$ cat config.mk
export PLATFORM = sky130hd
export DESIGN_NAME = alu_issue_ctrl
export DESIGN_NICKNAME = d
export VERILOG_FILES = /design/src/rtl/alu_issue_ctrl.sv
export SDC_FILE = /design/constraint.sdc
export NUM_CORES = 1
export LEC_CHECK = 0
export BUFFER_PORTS_ARGS = -buffer_cell sky130_fd_sc_hd__buf_2
export CAP_MARGIN = 0
export CELL_PAD_IN_SITES_DETAIL_PLACEMENT = 0
export CELL_PAD_IN_SITES_GLOBAL_PLACEMENT = 2
export CORE_MARGIN = 2
export CORE_UTILIZATION = 41
export CTS_CLUSTER_SIZE = 30
export DETAILED_ROUTE_END_ITERATION = 10
export PLACE_DENSITY_LB_ADDON = 0.1
export REMOVE_ABC_BUFFERS = 1
export SYNTH_ARGS = -nofsm -noshare
export SYNTH_HDL_FRONTEND = slang
export SYNTH_SLANG_ARGS = --single-unit
export TNS_END_PERCENT = 50
$ cat constraint.sdc
create_clock -name clk -period 8.4 [get_ports clk]
set_input_delay 0.84 -clock clk [delete_from_list [all_inputs] [get_ports clk]]
set_output_delay 0.84 -clock clk [all_outputs]
set_load 0.01 [all_outputs]
$ cat src/rtl/alu_issue_ctrl.sv
// alu_issue_ctrl: queues ALU requests in a FIFO, drives alu_s for a settle window and returns its results.
// Invalid opcodes and divide-by-zero are answered directly without touching the ALU inputs.
module alu_issue_ctrl #(
    parameter int SIZE   = 32,
    parameter int DEPTH  = 4,
    parameter int SETTLE = 2
) (
    input  logic              clk,
    input  logic              rst_n,
    input  logic              i_req_valid,
    output logic              o_req_ready,
    input  logic [2:0]        i_req_op,
    input  logic [SIZE-1:0]   i_req_a,
    input  logic [SIZE-1:0]   i_req_b,
    output logic              o_resp_valid,
    input  logic              i_resp_ready,
    output logic [2*SIZE-1:0] o_resp_lo,
    output logic [2*SIZE-1:0] o_resp_hi,
    output logic              o_resp_err,
    output logic [2:0]        o_alu_control,
    output logic [SIZE-1:0]   o_alu_num1,
    output logic [SIZE-1:0]   o_alu_num2,
    input  logic [2*SIZE-1:0] i_alu_output1,
    input  logic [2*SIZE-1:0] i_alu_output2
);
    localparam int AW = $clog2(DEPTH);
    localparam int CW = $clog2(SETTLE + 1);
    localparam logic [1:0] S_IDLE = 2'd0, S_WAIT = 2'd1, S_RESP = 2'd2;

    logic [2:0]      r_op [DEPTH];
    logic [SIZE-1:0] r_a  [DEPTH];
    logic [SIZE-1:0] r_b  [DEPTH];
    logic [AW:0]     r_wp, r_rp;
    logic [1:0]      r_state;
    logic [CW-1:0]   r_cnt;

    logic            w_full, w_empty, w_push, w_pop, w_err;
    logic [2:0]      w_op;
    logic [SIZE-1:0] w_a, w_b;

    // Extra wrap bit distinguishes full from empty when the index bits match.
    assign w_full      = (r_wp[AW] != r_rp[AW]) && (r_wp[AW-1:0] == r_rp[AW-1:0]);
    assign w_empty     = r_wp == r_rp;
    assign o_req_ready = !w_full;
    assign w_push      = i_req_valid && !w_full;
    assign w_pop       = (r_state == S_IDLE) && !w_empty;
    assign w_op        = r_op[r_rp[AW-1:0]];
    assign w_a         = r_a[r_rp[AW-1:0]];
    assign w_b         = r_b[r_rp[AW-1:0]];
    assign w_err       = (w_op == 3'b111) || (w_op == 3'b011 && w_b == '0);

    always_ff @(posedge clk) begin
        if (w_push) begin
            r_op[r_wp[AW-1:0]] <= i_req_op;
            r_a[r_wp[AW-1:0]]  <= i_req_a;
            r_b[r_wp[AW-1:0]]  <= i_req_b;
        end
    end

    always_ff @(posedge clk or negedge rst_n) begin
        if (!rst_n) begin
            r_wp <= '0;
            r_rp <= '0;
        end else begin
            if (w_push) r_wp <= r_wp + (AW+1)'(1);
            if (w_pop) r_rp <= r_rp + (AW+1)'(1);
        end
    end

    always_ff @(posedge clk or negedge rst_n) begin
        if (!rst_n) begin
            r_state       <= S_IDLE;
            r_cnt         <= '0;
            o_resp_valid  <= 1'b0;
            o_resp_err    <= 1'b0;
            o_resp_lo     <= '0;
            o_resp_hi     <= '0;
            o_alu_control <= '0;
            o_alu_num1    <= '0;
            o_alu_num2    <= '0;
        end else if (r_state == S_IDLE) begin
            if (w_pop && w_err) begin
                o_resp_lo    <= '0;
                o_resp_hi    <= '0;
                o_resp_err   <= 1'b1;
                o_resp_valid <= 1'b1;
                r_state      <= S_RESP;
            end else if (w_pop) begin
                o_alu_control <= w_op;
                o_alu_num1    <= w_a;
                o_alu_num2    <= w_b;
                r_cnt         <= CW'(SETTLE);
                r_state       <= S_WAIT;
            end
        end else if (r_state == S_WAIT) begin
            r_cnt <= r_cnt - CW'(1);
            if (r_cnt == CW'(1)) begin
                o_resp_lo    <= i_alu_output1;
                o_resp_hi    <= i_alu_output2;
                o_resp_err   <= 1'b0;
                o_resp_valid <= 1'b1;
                r_state      <= S_RESP;
            end
        end else if (i_resp_ready) begin
            o_resp_valid <= 1'b0;
            r_state      <= S_IDLE;
        end
    end
endmodule

==> qor.txt <==
Routed Wire Length: 46400 um
Cts hold-fix bufs: 0
IO Count: 397
Final setup fails: 0
Peak supply drop: 238 uV
Slew margin rel.: 22.4%
Worst-path clk slew: 0.06 ns
Number of post-CTS setup repair buffers: 0
Routed WL per cell: 21.5 um
Outcome: completed
Pint: 6.06 mW
Initial antenna violation count: 22
Distinct cell type count after synthesis: 37
CP Buf/Inv Count: 3
Vias per Instance: 4.97
Path depth of the worst reg2reg path: 9
Endpoints failing hold: 0
Total negative slack: 0 ns
Row count: 76
Clk network pwr share: 23.3%
CTS buffer count: 50
Number of iterations in the first detailed-routing pass: 4
Tot GR Track Use: 20.3%
Commonest cells after routing, fill and taps aside: buf_2 (395), edfxtp_1 (268), nor2_1 (260)
Dpl hpwl: 30000 um
H-tree depth: 2
Worst hold margin: 0.237 ns
Die ar.: 45500 sq um
RSZ-0062 raised after global routing: no
Mapped Avg Cell Area: 15.9 sq um
Worst skew pair latency: 0.59 ns
Reg2Reg Launch Point: r_rp[0]
Top cells by area, synth: edfxtp_1 (45%), dfrtp_1 (29%), mux4_2 (8.4%)
Power per Cell Area: 409 nW/um^2
Gpl congestion: 0.763
Crit path kind: flop to flop
Largest area contributor in the netlist: edfxtp_1
DIE WIDTH: 213 um
Slowest CP cell: dfrtp_4
Net Sw Frac: 33.2%
F_max: 195 MHz
First-pass GRT wire length: 68500 um
CP Cell Sequence: buf_4 -> mux4_2 -> nor4_1 -> nand4_1 -> o21ba_2 -> nor3_4 -> buf_4 -> buf_4 -> nor3_1
Final period util: 60.9%
Area grow syn2layout: 23.2%
Gr ovfl total: 0
CTS Buffer Depth: 3
YS warnings: 0
Commonest non-fill, non-tap cell in the layout: buf_2
Initial core utilization: 41.6%
Measured slew at the worst slew-check pin: 1.16 ns
Die H: 213 um
Placed cells: 2057
CP dominant cell by count: buf_4
Synthesized flop and latch total: 475
TritonCTS clock tree: built
Worst R2R Setup Slack: 3.28 ns
Core area: 43200 sq um
Static Leakage: 8.93 nW
Antenna-violating nets left: 0
Vias post-DR: 10800
Cts repair resizes: 0
Max-cap violations: 0
Clk_skew: 0.0280 ns
Layout Nets: 1729
# clock sinks: 475
DP Worst Slack: 3.16 ns
Post-synthesis sequential area ratio: 73.6%
Worst path top cell family by delay: buffers and inverters
Hold crit path type: input pin to asynchronous set/reset pin
DRC violations left: 0
Largest net degree at the start of global routing: 100
Layout Cells excl Fill: 2161
CTS root buf: clkbuf_16
Critical path data arrival time: 5.52 ns
Combinational share of power: 35.1%
PortBufs: 396
1st-iter DRT viols: 824
Psw: 3.01 mW
Req. time, crit path: 8.80 ns
Crit. End Element: flop
Slowest Stage Delay on Critical Path: 0.92 ns
Pins Over Slew Limit: 0
Share of cells above drive strength 1: 39.6%
Final worst slack: 3.28 ns
CP startpoint kind: flop
Crit-path max FO: 89
Power share of the sequential group: 41.6%
Post-Syn Area: 18000 sq um
Post-synth top area share: 44.8%
Vias in the first global route: 10800
Final worst path period need: 5.12 ns
Reg-to-reg endpoint: o_resp_hi[34]
Cells after Synth: 1130
==> kinds of logic after synthesis <==
family	after synthesis	synth area share (%)
muxes	131	13.0
adders and majority gates	6	0.418
buffers and inverters	70	1.86
DFF	475	73.6
AOI/OAI and AO/OA	14	0.626
xor gates and xnor gates	8	0.390
and+or+nand+nor	426	10.2
==> synthesized netlist by cell type <==
master / count
and3_1: 4
clkbuf_1: 39
buf_2: 19
nor3_1: 132
edfxtp_1: 268
or3_1: 1
xnor2_1: 4
nand2_1: 10
xor2_1: 4
buf_1: 1
nand4_1: 2
o21bai_2: 1
a21o_1: 1
buf_4: 3
nor2_1: 260
nor2b_1: 1
inv_1: 3
a211o_1: 1
a21oi_1: 2
o311a_1: 1
o21ba_2: 1
a31oi_1: 1
o21ai_0: 1
a31o_2: 1
a21oi_2: 1
buf_6: 5
mux2_4: 27
dfrtp_1: 207
o22a_1: 2
nand2b_1: 2
nor4_1: 9
mux4_2: 67
and2_1: 4
mux2_2: 37
nor3_2: 1
o31a_1: 1
ha_1: 6
==> per-stage QoR <==
step,utilization (%),instance area [sq um],total power [mW]
after floorplan,-,17700,5.88
after global placement,47.6,20500,7.02
after detailed placement,47.6,20500,7.09
after CTS,51.2,22100,9.24
after global routing,51.2,22100,9.65
final,51.3,22100,9.07
==> power by group through the flow <==
| stage | clock [mW] | combinational [mW] | sequential, mW |
|---|---|---|---|
| floorplan | 0 | 1.83 | 4.05 |
| global placement | 0 | 3.22 | 3.80 |
| detailed placement | 0 | 3.25 | 3.83 |
| CTS | 2.19 | 3.26 | 3.79 |
| global route | 2.28 | 3.49 | 3.88 |
| finish | 2.11 | 3.18 | 3.77 |
==> layer usage <==
metal / track usage (%) / part of all wire, %
met2: 31.8 / 47
met1: 26.7 / 42
met3: 7.51 / 9.6
met5: 0 / 0.35
met4: 5.96 / 1.8
==> flip-flops by register name, summed over array words and instances, names as in the netlist <==
| register | count |
|---|---|
| r_rp | 3 |
| o_alu_num1 | 32 |
| r_b | 128 |
| r_cnt | 2 |
| o_resp_valid | 1 |
| r_state | 2 |
| o_alu_num2 | 32 |
| o_resp_err | 1 |
| o_resp_hi | 64 |
| o_resp_lo | 64 |
| r_a | 128 |
| r_wp | 3 |
| r_op | 12 |
| o_alu_control | 3 |
==> how the worst max path moves through the flow <==
| stage | to | slack, ns | cells after the start | startpoint |
|---|---|---|---|---|
| final | o_resp_hi[34] | 3.28 | 9 | r_rp[0] |
| after global routing | o_resp_lo[35] | 2.79 | 9 | r_rp[0] |
| after CTS | o_resp_hi[34] | 3.10 | 9 | r_rp[0] |
| after detailed placement | o_resp_hi[34] | 3.16 | 9 | r_rp[0] |
| after global placement | o_resp_lo[55] | 3.23 | 9 | r_rp[0] |
| after floorplan | o_resp_hi[0] | 0.09 | 6 | r_rp[0] |
==> final cells by class <==
class | instances | area, sq um
Sequential cell | 475 | 13200
Inverter | 3 | 11.3
Tap cell | 585 | 732
Timing Repair Buffer | 409 | 2090
Multi-Input combinational cell | 585 | 4460
Fill cell | 3828 | 21000
Clock buffer | 75 | 1410
Clock inverter | 18 | 183
Antenna cell | 11 | 27.5
Power figures use the tool's default switching activity.
